--- config.mk ---
export PLATFORM = sky130hd
export DESIGN_NAME = ts_pkt_scheduler
export DESIGN_NICKNAME = d
export VERILOG_FILES = /design/src/rtl/ts_pkt_scheduler.sv
export SDC_FILE = /design/constraint.sdc
export NUM_CORES = 1
export LEC_CHECK = 0
export ABC_AREA = 0
export BUFFER_PORTS_ARGS = -buffer_cell sky130_fd_sc_hd__buf_2
export CORE_MARGIN = 2
export CORE_UTILIZATION = 45
export DETAILED_ROUTE_END_ITERATION = 8
export GPL_TIMING_DRIVEN = 1
export PLACE_DENSITY_LB_ADDON = 0.25
export SLEW_MARGIN = 0
export SYNTH_ARGS = -nofsm -noshare
export SYNTH_HDL_FRONTEND = slang
export SYNTH_SLANG_ARGS = --single-unit
--- constraint.sdc ---
create_clock -name clk -period 3.6 [get_ports clk]
set_clock_uncertainty 0.1 [all_clocks]
set_input_delay 0.18 -clock clk [delete_from_list [all_inputs] [get_ports clk]]
set_output_delay 0.18 -clock clk [all_outputs]
set_load 0.01 [all_outputs]
--- src/rtl/ts_pkt_scheduler.sv ---
// rtl/ts_pkt_scheduler.sv - packet-aligned round-robin scheduler for the 4-channel TS byte mux
//
// Purpose:
//   Grants one whole TS packet (PKT_LEN bytes) at a time to one of four
//   channel buffers and never switches channel mid-packet. Drives the mux
//   select, the per-channel read strobes and the output FIFO write strobe.
//   A grant needs an enabled channel holding a full packet and FIFO room
//   for a full packet.
//
// Optional feature macro: SYNC_CHECK_EN
//   When defined, the first byte written for each packet is compared with
//   SYNC_BYTE. On a mismatch, sync_err pulses and none of that packet's
//   bytes are written, although all of its bytes are still read.
//   When undefined, sync_err is tied low and every byte is written.
//
// Ports:
//   clk            system clock, rising edge
//   rst            asynchronous, active-high reset
//   ch_pkt_avail   per-channel "complete packet buffered" flags
//   ch_enable      per-channel QoS enables
//   fifo_space_ok  downstream FIFO can take a full packet
//   sel_data       byte currently presented by the mux to the FIFO
//   mux_ctrl       mux channel select (0..3)
//   ch_rd_en       one-hot read strobe to the channel buffers
//   fifo_wr_en     write strobe to the output FIFO
//   pkt_done       one-cycle pulse with the last byte write of a packet
//   sync_err       one-cycle pulse on a first-byte sync mismatch
//   busy           high while a packet is in transfer

module ts_pkt_scheduler #(
    parameter int                    DATA_WIDTH = 8,
    parameter int                    PKT_LEN    = 188,
    parameter logic [DATA_WIDTH-1:0] SYNC_BYTE  = DATA_WIDTH'(8'h47)
) (
    input  logic                  clk,
    input  logic                  rst,
    input  logic [3:0]            ch_pkt_avail,
    input  logic [3:0]            ch_enable,
    input  logic                  fifo_space_ok,
    input  logic [DATA_WIDTH-1:0] sel_data,
    output logic [1:0]            mux_ctrl,
    output logic [3:0]            ch_rd_en,
    output logic                  fifo_wr_en,
    output logic                  pkt_done,
    output logic                  sync_err,
    output logic                  busy
);

    localparam int CW = $clog2(PKT_LEN);
    localparam logic [CW-1:0] LAST_CNT = CW'(PKT_LEN - 1);

    typedef enum logic [1:0] {
        IDLE  = 2'd0,
        XFER  = 2'd1,
        FLUSH = 2'd2
    } state_t;

    state_t state_q, state_d;

    logic [1:0]    last_ptr_q, last_ptr_d;
    logic [1:0]    mux_d;
    logic [3:0]    rd_d;
    logic          busy_d;
    logic          done_d;
    logic [CW-1:0] cnt_q, cnt_d;
    logic          wr_q;

    // ------------------------------------------------------------------
    // Round-robin pick: first requesting channel after the last grant.
    // ------------------------------------------------------------------
    logic [3:0] req;
    logic       grant_found;
    logic [1:0] grant_idx;
    logic       grant;

    assign req = ch_pkt_avail & ch_enable;

    always_comb begin
        logic [1:0] cand;
        grant_found = 1'b0;
        grant_idx   = 2'd0;
        cand        = 2'd0;
        // Offsets 1..4 wrap naturally in 2 bits; offset 4 revisits the
        // last-granted channel so a lone requester is regranted.
        for (int i = 1; i <= 4; i++) begin
            cand = last_ptr_q + 2'(i);
            if (!grant_found && req[cand]) begin
                grant_found = 1'b1;
                grant_idx   = cand;
            end
        end
    end

    assign grant = grant_found && fifo_space_ok;

    // ------------------------------------------------------------------
    // FSM state register
    // ------------------------------------------------------------------
    always_ff @(posedge clk or posedge rst) begin
        if (rst) begin
            state_q <= IDLE;
        end else begin
            state_q <= state_d;
        end
    end

    // ------------------------------------------------------------------
    // Next-state and next-output logic. Every output is computed here one
    // cycle ahead and registered below.
    // ------------------------------------------------------------------
    always_comb begin
        state_d    = state_q;
        last_ptr_d = last_ptr_q;
        mux_d      = mux_ctrl;
        rd_d       = 4'b0000;
        busy_d     = 1'b0;
        done_d     = 1'b0;
        cnt_d      = cnt_q;

        unique case (state_q)
            IDLE: begin
                if (grant) begin
                    state_d    = XFER;
                    last_ptr_d = grant_idx;
                    mux_d      = grant_idx;
                    rd_d       = 4'b0001 << grant_idx;
                    busy_d     = 1'b1;
                    cnt_d      = '0;
                end
            end

            XFER: begin
                busy_d = 1'b1;
                if (cnt_q == LAST_CNT) begin
                    // Last read is happening now; its byte is written
                    // during FLUSH, which is also when pkt_done shows.
                    state_d = FLUSH;
                    done_d  = 1'b1;
                end else begin
                    rd_d  = 4'b0001 << mux_ctrl;
                    cnt_d = cnt_q + CW'(1);
                end
            end

            FLUSH: begin
                state_d = IDLE;
            end

            default: begin
                state_d = IDLE;
            end
        endcase
    end

    // ------------------------------------------------------------------
    // Registered outputs and datapath state
    // ------------------------------------------------------------------
    always_ff @(posedge clk or posedge rst) begin
        if (rst) begin
            last_ptr_q <= 2'd3;
            mux_ctrl   <= 2'd0;
            ch_rd_en   <= 4'b0000;
            busy       <= 1'b0;
            pkt_done   <= 1'b0;
            cnt_q      <= '0;
            wr_q       <= 1'b0;
        end else begin
            last_ptr_q <= last_ptr_d;
            mux_ctrl   <= mux_d;
            ch_rd_en   <= rd_d;
            busy       <= busy_d;
            pkt_done   <= done_d;
            cnt_q      <= cnt_d;
            // Channel buffers have one cycle of read latency, so a byte
            // read in cycle t is on sel_data and written in cycle t+1.
            wr_q       <= |ch_rd_en;
        end
    end

`ifdef SYNC_CHECK_EN
    // ------------------------------------------------------------------
    // First-byte sync check
    // ------------------------------------------------------------------
    logic first_wr_q;
    logic bad_pkt_q;
    logic sync_err_q;
    logic sync_mismatch;

    // first_wr_q marks the cycle in which byte 0 of the packet is on
    // sel_data (one cycle after the first read).
    assign sync_mismatch = first_wr_q && (sel_data != SYNC_BYTE);

    always_ff @(posedge clk or posedge rst) begin
        if (rst) begin
            first_wr_q <= 1'b0;
            bad_pkt_q  <= 1'b0;
            sync_err_q <= 1'b0;
        end else begin
            first_wr_q <= (state_q == XFER) && (cnt_q == '0);
            sync_err_q <= sync_mismatch;
            if (state_q == IDLE && grant) begin
                bad_pkt_q <= 1'b0;
            end else if (sync_mismatch) begin
                bad_pkt_q <= 1'b1;
            end
        end
    end

    // The first byte has to be blocked in the same cycle it is compared,
    // so the mismatch gates the registered strobe directly; bad_pkt_q
    // blocks the rest of the packet. Reads continue untouched so the
    // channel buffer stays packet-aligned.
    assign fifo_wr_en = wr_q && !bad_pkt_q && !sync_mismatch;
    assign sync_err   = sync_err_q;
`else
    logic unused_sync_inputs;

    assign unused_sync_inputs = ^(sel_data ^ SYNC_BYTE);
    assign fifo_wr_en         = wr_q;
    assign sync_err           = 1'b0;
`endif

endmodule

==> metrics <==
fin. max-slew vios=0; Post-Syn Area=approximately 1100 um2; DRC viols=0; max_cap viols=0; post-route clock period utilization=0.508; fillers=roughly 220; multi-input combinational cell area=~500 um2; Setup violations, final=0; Nets=approximately 140; fraction of registers with async set/reset=1.00; Die Area=~2800 um2; root buffer cell=clkbuf_4; Finished Cell Area=between 1000 and 1500 um2; total track usage=0.168; Clock transition at path regs=roughly 0.11 ns; RSZ-0062 raised after global routing=false; Arrival @ worst endpoint=about 2 ns; # Post-CTS Setup Buffers=0; fmax=~0.55 GHz; Power Density=309 nW/um2; Die Span Y=about 53 um; number of port buffers=19; CP endpoint kind=flip-flop; Starting Density=0.479; router iterations before antenna repair=4; hpwl dp=between 1500 and 2000 um; slack of the critical path=~1.8 ns; Setup TNS Final=0 ns; Placement Setup Slack=between 1.5 and 2 ns; Min Clock Period, post-route=1.83 ns; status=finished clean; routability cong.=about 0.76; Yosys reg bits=21; Slowest Stage Delay on Critical Path=~0.52 ns; worst reg2reg startpoint=cnt_q[0]$_DFFE_PP0P_; CTS max path bufs=2; sequential area share after synthesis=0.499; FP Rows=17; Mapped Cells=96; H-Tree Depth=1; Leak Pwr=between 0.5 and 0.6 nW; Hold Crit Class=in -> reg; hold buffers post-CTS=1; die width=between 50 and 60 um; antenna viol nets, final=0; Total Power=~0.38 mW; Hold Startpoint=fifo_space_ok; Worst-Margin Slew=about 0.75 ns; Rel. slew slack=0.501; syn_nets=about 120; ys flop type=dfrtp_1; Core Region=2210 um2; vias per inst=slightly below 6; layout cell share with drive strength beyond 1=0.297; dpl cell area=between 1000 and 1500 um2; CTS tree=yes; clk sinks=21; Register Area=~530 um2; Synth Area per Inst=approximately 11 um2; Avg WL per Cell=13.8 um; area grow syn2layout=14.5%; Netlist cell types=41; endpoints failing hold=0; DR vias=roughly 850; post-CTS resize count=0; drt total wl=roughly 2000 um; grt ovf=0; DRT iter0 DRCs=10; crit path from=cnt_q[0]$_DFFE_PP0P_; initial antenna violation count=0; vias in the first global route=about 750; TritonCTS Buffers=3; CP Launch Type=flip-flop; slowest CP cell=or4_1; worst skew pair latency=around 0.30 ns; ANT cells=0; EDFF count, synth=0; worst vdd ir=~0.00017 V; CP Class=reg -> reg; crit-path max FO=10; Ys Warns=0; Worst EP required=~3.7 ns; largest net degree at the start of global routing=22; cell breakdown of the critical path=ha_1 > nand4bb_4 > o21ai_4 > or4_1 > a21oi_1; wire length of the first global-routing pass=3330 um; Ports=29
layout by cell type, fill, tap and decap left out, drive strengths merged, types with 2 or more instances in the layout:
master,synthesis,layout
nand2,7,7
or4,2,2
o21ai,5,5
xor2,2,2
mux2,2,2
nor3,2,2
buf,2,19
and2,2,2
inv,4,4
nor2,8,8
dfrtp,19,19
or3,2,2
and3,2,2
o211ai,3,3
xnor2,2,2
dfstp,2,2
nand3,4,4
o31ai,2,2
clkbuf,0,4
a22o,4,4
a21oi,3,3
metrics by stage:
stage / std cells / hold slack [ns] / util
after floorplan: 96 / 0.0550 / -
after global placement: 141 / 0.252 / 0.532
after detailed placement: 141 / 0.257 / 0.532
after CTS: 146 / 0.215 / 0.548
after global routing: 146 / 0.259 / 0.548
final: 146 / 0.214 / 0.548
cell usage after synthesis, types with 2 or more instances:
cell type  number  area [um2]
a21oi_1         3        15.0
a22o_1          4        35.0
and2_1          2        12.5
and3_2          2        15.0
dfrtp_1        19         475
dfstp_2         2        52.6
inv_1           4        15.0
mux2_2          2        22.5
nand2_1         7        26.3
nand3_1         3        15.0
nor2_1          8        30.0
nor3_1          2        10.0
o211ai_1        3        22.5
o21ai_0         4        20.0
o31ai_1         2        15.0
or4_1           2        15.0
xnor2_1         2        17.5
xor2_1          2        17.5
critical path: cells and delay by family (launching register included):
family,cells,cell delay [ns]
compound gates,2,0.26
fa+ha+maj,1,0.28
flops,1,0.45
simple gates,2,0.67
logic make-up (layout without fill, tap and decap cells):
logic type | after synthesis | in the layout | synth area share
simple gates | 36 | 36 | 0.216
other cells | 1 | 1 | 0.00354
compound gates | 25 | 25 | 0.189
fa+ha+maj | 1 | 1 | 0.0118
mux | 2 | 2 | 0.0213
xor+xnor | 4 | 4 | 0.0331
buf+inv | 6 | 28 | 0.0260
flops | 21 | 21 | 0.499
where the power goes:
group / total, mW / internal [mW] / switching (mW)
registers: 0.236 / 0.236 / 0
clock network: 0.112 / 0.0432 / 0.0687
logic: 0.0273 / 0.0108 / 0.0164
per-layer routing:
layer / vias to the layer above / GRT usage / part of all wire
li1: 400 / - / -
met1: 404 / 0.217 / 0.44
met2: 41 / 0.271 / 0.47
met3: 4 / 0.0371 / 0.081
met4: 0 / 0.0684 / 0.012
met5: - / 0 / 0
final cells by class:
cell class / count / area share
clock buffers: 4 / 0.0217
inverters: 4 / 0.0124
multi-input cells: 69 / 0.415
flip-flops and latches: 21 / 0.436
well taps: 28 / 0.0289
repair buffers: 20 / 0.0867
path summary, 6_finish.rpt:
path                                               to  slack, ns  cells after the start
max in group asynchronous       ch_rd_en[0]$_DFF_PP0_       2.50                      3
worst max register to register   cnt_q[5]$_DFFE_PP0P_       1.77                      5
min in group asynchronous          pkt_done$_DFF_PP0_       0.44                      3
worst max-delay path             cnt_q[5]$_DFFE_PP0P_       1.77                      5
worst min-delay path                   busy$_DFF_PP0_       0.21                      3
worst min register to register   fifo_wr_en$_DFF_PP0_       0.37                      1
flip-flops by register name, indices dropped and copies added, names as in the netlist:
signal and flops:
busy 1, ch_rd_en 4, state_q 2, mux_ctrl 2, fifo_wr_en 1, cnt_q 8, last_ptr_q 2, pkt_done 1
(Power assumes the default switching activity.)
